$ cat src/rtl/dwt_level_sequencer.sv
// Multi-level 1D integer Haar (S-transform) DWT engine: buffers a frame of N samples,
// runs L lifting levels through one shared pair unit, then streams coefficients in Mallat order.
module dwt_level_sequencer #(
  parameter int N = 8,
  parameter int L = 3,
  parameter int W = 8
) (
  input  logic             clk_i,
  input  logic             reset_i,
  input  logic             in_valid_i,
  output logic             in_ready_o,
  input  logic [W-1:0]     in_data_i,
  output logic             out_valid_o,
  input  logic             out_ready_i,
  output logic [W+L-1:0]   out_data_o,
  output logic             busy_o,
  output logic [$clog2(L+1)-1:0] level_o,
  output logic             frame_done_o
);

  localparam int CW = W + L;
  localparam int IW = $clog2(N);
  localparam int LW = $clog2(L + 1);

  typedef enum logic [1:0] {
    LOAD    = 2'd0,
    COMPUTE = 2'd1,
    COMMIT  = 2'd2,
    OUTPUT  = 2'd3
  } state_t;

  state_t              state_q, state_d;
  logic [IW-1:0]       cnt_q, cnt_d;
  logic [IW-1:0]       j_q, j_d;
  logic [IW-1:0]       idx_q, idx_d;
  logic [IW:0]         len_q, len_d;
  logic [LW-1:0]       level_q, level_d;

  logic signed [CW-1:0] buf_q    [N];
  logic signed [CW-1:0] shadow_q [N];

  logic [IW:0]          half;
  logic [IW-1:0]        ia, ib, hi;
  logic signed [CW-1:0] a_val, b_val, d_diff, s_sum;

  assign half   = len_q >> 1;
  assign ia     = IW'({j_q, 1'b0});
  assign ib     = ia | IW'(1);
  assign hi     = IW'(half) + j_q;
  assign a_val  = buf_q[ia];
  assign b_val  = buf_q[ib];
  assign d_diff = a_val - b_val;
  // s = b + floor(d/2) == floor((a+b)/2) without needing an extra bit for a+b
  assign s_sum  = b_val + (d_diff >>> 1);

  always_comb begin
    state_d = state_q;
    cnt_d   = cnt_q;
    j_d     = j_q;
    idx_d   = idx_q;
    len_d   = len_q;
    level_d = level_q;
    unique case (state_q)
      LOAD: begin
        if (in_valid_i) begin
          cnt_d = cnt_q + IW'(1);
          if (cnt_q == IW'(N - 1)) begin
            state_d = COMPUTE;
            cnt_d   = '0;
            level_d = LW'(1);
            len_d   = (IW+1)'(N);
            j_d     = '0;
          end
        end
      end
      COMPUTE: begin
        j_d = j_q + IW'(1);
        if ({1'b0, j_q} == half - (IW+1)'(1)) begin
          state_d = COMMIT;
        end
      end
      COMMIT: begin
        if (level_q < LW'(L)) begin
          state_d = COMPUTE;
          level_d = level_q + LW'(1);
          len_d   = half;
          j_d     = '0;
        end else begin
          state_d = OUTPUT;
          level_d = '0;
          idx_d   = '0;
        end
      end
      OUTPUT: begin
        if (out_ready_i) begin
          idx_d = idx_q + IW'(1);
          if (idx_q == IW'(N - 1)) begin
            state_d = LOAD;
            idx_d   = '0;
          end
        end
      end
      default: state_d = LOAD;
    endcase
  end

  always_ff @(posedge clk_i or posedge reset_i) begin
    if (reset_i) begin
      state_q <= LOAD;
      cnt_q   <= '0;
      j_q     <= '0;
      idx_q   <= '0;
      len_q   <= '0;
      level_q <= '0;
      for (int i = 0; i < N; i++) begin
        buf_q[i]    <= '0;
        shadow_q[i] <= '0;
      end
    end else begin
      state_q <= state_d;
      cnt_q   <= cnt_d;
      j_q     <= j_d;
      idx_q   <= idx_d;
      len_q   <= len_d;
      level_q <= level_d;
      if (state_q == LOAD && in_valid_i) begin
        buf_q[cnt_q] <= {{L{in_data_i[W-1]}}, in_data_i};
      end
      if (state_q == COMPUTE) begin
        shadow_q[j_q] <= s_sum;
        shadow_q[hi]  <= d_diff;
      end
      // Only the active prefix is replaced; finer-level details above len stay put
      if (state_q == COMMIT) begin
        for (int i = 0; i < N; i++) begin
          if (i < int'(len_q)) buf_q[i] <= shadow_q[i];
        end
      end
    end
  end

  assign in_ready_o   = (state_q == LOAD) && !reset_i;
  assign out_valid_o  = (state_q == OUTPUT);
  assign out_data_o   = (state_q == OUTPUT) ? buf_q[idx_q] : '0;
  assign busy_o       = (state_q != LOAD);
  assign level_o      = level_q;
  assign frame_done_o = (state_q == OUTPUT) && out_ready_i && (idx_q == IW'(N - 1));

endmodule

$ cat config.mk
export PLATFORM = sky130hd
export DESIGN_NAME = dwt_level_sequencer
export DESIGN_NICKNAME = d
export VERILOG_FILES = /design/src/rtl/dwt_level_sequencer.sv
export SDC_FILE = /design/constraint.sdc
export NUM_CORES = 1
export LEC_CHECK = 0
export CORE_ASPECT_RATIO = 2
export CORE_UTILIZATION = 35
export CTS_CLUSTER_SIZE = 40
export DETAILED_ROUTE_END_ITERATION = 10
export SLEW_MARGIN = 10
export SYNTH_ARGS = -nofsm -noshare
export SYNTH_HDL_FRONTEND = slang
export SYNTH_SLANG_ARGS = --single-unit
$ cat constraint.sdc
create_clock -name clk_i -period 10.3 [get_ports clk_i]
set_input_delay 2.06 -clock clk_i [delete_from_list [all_inputs] [get_ports clk_i]]
set_output_delay 2.06 -clock clk_i [all_outputs]
set_load 0.005 [all_outputs]
==> results.md <==
* Outcome: finished clean
* Slowest cell on crit path: xnor2_1
* Type of element capturing the critical path: flop
* Router iterations before antenna repair at 5
* Cells after synthesis at 1169
* Initial core utilization at 35.8%
* Crit Path Category: flop to flop
* Setup Viol. Count Final at 0
* Slew @ Worst Pin at 1.30 ns
* Register area at 4830 sq um
* Syn nets at 1212
* Worst Clk Skew at 0.0171 ns
* Routed Wire Length at 43.3 mm
* CP top delay family: compound AO/OA/AOI/OAI gates
* CP startpoint kind: flop
* Area grow syn2layout at 11.5%
* RSZ-0062 raised after global routing: false
* Reg clk slew, reported paths at 0.08 ns
* Cell variety after synth at 58
* CTS sink cnt at 193
* Proportion of synthesized chip area in sequential cells at 43.6%
* Synth area leader: dfrtp_1
* DR vias at 9735
* First-pass GRT wire length at 64.4 mm
* Post-CTS Hold Buffers at 0
* # DRC at 0
* Max Root-Sink Buffers at 2
* Synthesis warning total at 0
* EDFF count, synth at 0
* Peak VDD IR at 0.0000966 V
* Critical Path AT at 6.04 ns
* CP max stage delay at 0.57 ns
* Chip Width at 128 microns
* Drt wl/cell at 27.2 microns
* Area of the multi-input gates at 5880 sq um
* Post-synthesis register bit count at 193
* CTS Buf Count at 17
* Asr flop ratio synth at 100%
* CTS resizes at 0
* Tmin final at 5.69 ns
* Filler cell count at 3099
* Hold Path Class: flop to flop
* Hold_ws at 0.483 ns
* Final Hold Viols at 0
* Syn avg cell area at 9.47 sq um
* Gr usage total at 27.9%
* Ratio of cells with drive above 1 in the final layout at 10.3%
* Die ar. at 32400 sq um
* Via density at 6.11
* Grt ovf at 0
* Crit path cell chain: buf_4, mux4_2, inv_1, ha_1, nor2b_1, o21ai_0, nand2_1, a21o_1, a21oi_1, xnor2_1, ha_1, o21ai_0, nor2_1, o32a_1, a31o_2, xor2_1, nor2_1, a221o_1
* IO Pins at 29
* H-tree depth at 4
* Final Cycle Share at 55.2%
* Max-Cap Viols at 0
* Die Span Y at 254 microns
* Ant diodes at 0
* Largest net degree at the start of global routing at 114
* Leak Pwr at 5.41 nW
* Initial DRC count at 958
* Root buf cell: clkbuf_16
* Required time of the critical path at 10.65 ns
* FP Rows at 91
* Initial antenna violation count at 1
* Fmax at 0.176 GHz
* Post-DP HPWL at 31.6 mm
* GP Congestion at 0.979
* Worst skew pair latency at 0.47 ns
* Final Net Count at 1205
* Core Region at 31000 sq um
* Port Buffer Count at 28
* PD cells at 117 nW/um^2
* Antenna viol nets, final at 0
* CTS tree: built
* CP max FO at 37
* Buffers plus inverters on the worst setup path at 2
* Vias in the first global route at 9948
* Top post-synthesis cells by area: dfrtp_1 44%, mux4_2 9.0%, a21oi_1 7.5%
* Primary FF master, synth: dfrtp_1
* Post-CTS Setup Bufs at 0
* Final setup TNS at 0 ns
* Slew Viols, Final at 0
* Slew Limit Headroom at 13.5%
* Yosys top cell area share at 43.6%
* Netlist Area Pre-Place at 11100 sq um
[through the flow]
step	cell area (sq um)	cells	util, %	total power (W)	worst slack [ns]
floorplan	11100	1169	-	0.000787	2.98
CTS	12300	1593	39.9	0.00145	4.69
detailed placement	11800	1561	38.0	0.000799	4.71
global placement	11800	1561	38.0	0.000798	4.76
global route	12300	1593	39.9	0.00148	4.46
finish	12300	1593	39.9	0.00145	4.61
[layout make-up]
| type | count | area share [%] |
|---|---|---|
| Clock buffer | 17 | 3.45 |
| Inverter | 26 | 0.852 |
| Timing Repair Buffer | 47 | 3.43 |
| Multi-Input combinational cell | 877 | 47.6 |
| Clock inverter | 15 | 1.25 |
| Sequential cell | 193 | 39.1 |
| Tap cell | 418 | 4.24 |
[sequential cells by signal, summed over array words and instances (netlist names)]
register,cells
buf_q,88
cnt_q,3
idx_q,3
j_q,3
len_q,4
level_o,2
shadow_q,88
state_q,2
[cells in the mapped netlist (7+ instances only)]
cell type  number
nor3_1         10
a21o_1          9
buf_1          20
ha_1           28
dfrtp_1       193
and3_1          8
nor2_1        166
clkbuf_1       47
mux2i_1        56
nand3_1        11
o22ai_1        39
inv_1          26
xnor2_1        14
a22oi_1         7
a221oi_1        8
nor2b_1         7
o21ai_0        79
mux4_2         44
a31oi_1         9
nand2_1       121
nand2b_1        7
a221o_1        14
a21oi_1       166
[logic make-up (layout without fill, tap and decap cells)]
| logic type | Yosys count | count (layout) | synth area share (%) |
|---|---|---|---|
| AOI/OAI and AO/OA | 370 | 370 | 19.8 |
| and+or+nand+nor | 353 | 353 | 13.4 |
| DFF | 193 | 193 | 43.6 |
| muxes | 100 | 100 | 14.0 |
| buffers and inverters | 99 | 105 | 3.42 |
| adders and majority gates | 31 | 31 | 3.71 |
| xor gates and xnor gates | 23 | 23 | 2.09 |
[cell usage in the layout (no fill, tap or decap), drive strengths merged, types with 8 or more instances in the layout]
| cell type | n |
|---|---|
| nor3 | 10 |
| nand2 | 125 |
| xor2 | 8 |
| clkdlybuf4s50 | 28 |
| mux2i | 56 |
| a21o | 9 |
| ha | 28 |
| clkinv | 9 |
| and3 | 8 |
| clkbuf | 17 |
| a31oi | 9 |
| dfrtp | 193 |
| o21ai | 82 |
| nor2 | 166 |
| o22ai | 39 |
| a221o | 14 |
| a221oi | 8 |
| inv | 30 |
| mux4 | 44 |
| nand3 | 12 |
| a21oi | 172 |
| buf | 19 |
| xnor2 | 14 |
[worst paths after layout]
kind	from	end	slack (ns)	cells after the start
setup / recovery	j_q[1]$_DFFE_PP0P_	shadow_q[65]$_DFFE_PP0P_	4.61	18
hold / removal	shadow_q[12]$_DFFE_PP0P_	buf_q[12]$_DFF_PP0_	0.48	2
hold reg to reg	shadow_q[12]$_DFFE_PP0P_	buf_q[12]$_DFF_PP0_	0.48	2
max in group asynchronous	reset_i	buf_q[26]$_DFF_PP0_	6.61	3
setup reg to reg	j_q[1]$_DFFE_PP0P_	shadow_q[65]$_DFFE_PP0P_	4.61	18
min in group asynchronous	reset_i	level_o[0]$_DFFE_PP0P_	2.12	2
[layer usage]
metal / global-route usage (%) / up-vias / part of all wire [%]
met1: 28.1 / 4786 / 33
met4: 26.4 / 0 / 11
met3: 4.93 / 225 / 5.9
li1: - / 4223 / -
met2: 48.0 / 501 / 50
met5: 0 / - / 0
[power breakdown]
group          internal (W)  switching [W]
registers          0.000757              0
logic            0.00000470      0.0000209
clock network      0.000322       0.000342
total               0.00108       0.000363
[worst register-to-register path, stage by stage, from the launching register on]
cell     delay (ns)
dfrtp_1        0.33
buf_4          0.47
mux4_2         0.46
inv_1          0.13
ha_1           0.23
nor2b_1        0.13
o21ai_0        0.47
nand2_1        0.20
a21o_1         0.22
a21oi_1        0.25
xnor2_1        0.57
ha_1           0.45
o21ai_0        0.11
nor2_1         0.10
o32a_1         0.39
a31o_2         0.29
xor2_1         0.24
nor2_1         0.18
a221o_1        0.37
Note: power is estimated with default switching activity, not from simulation.
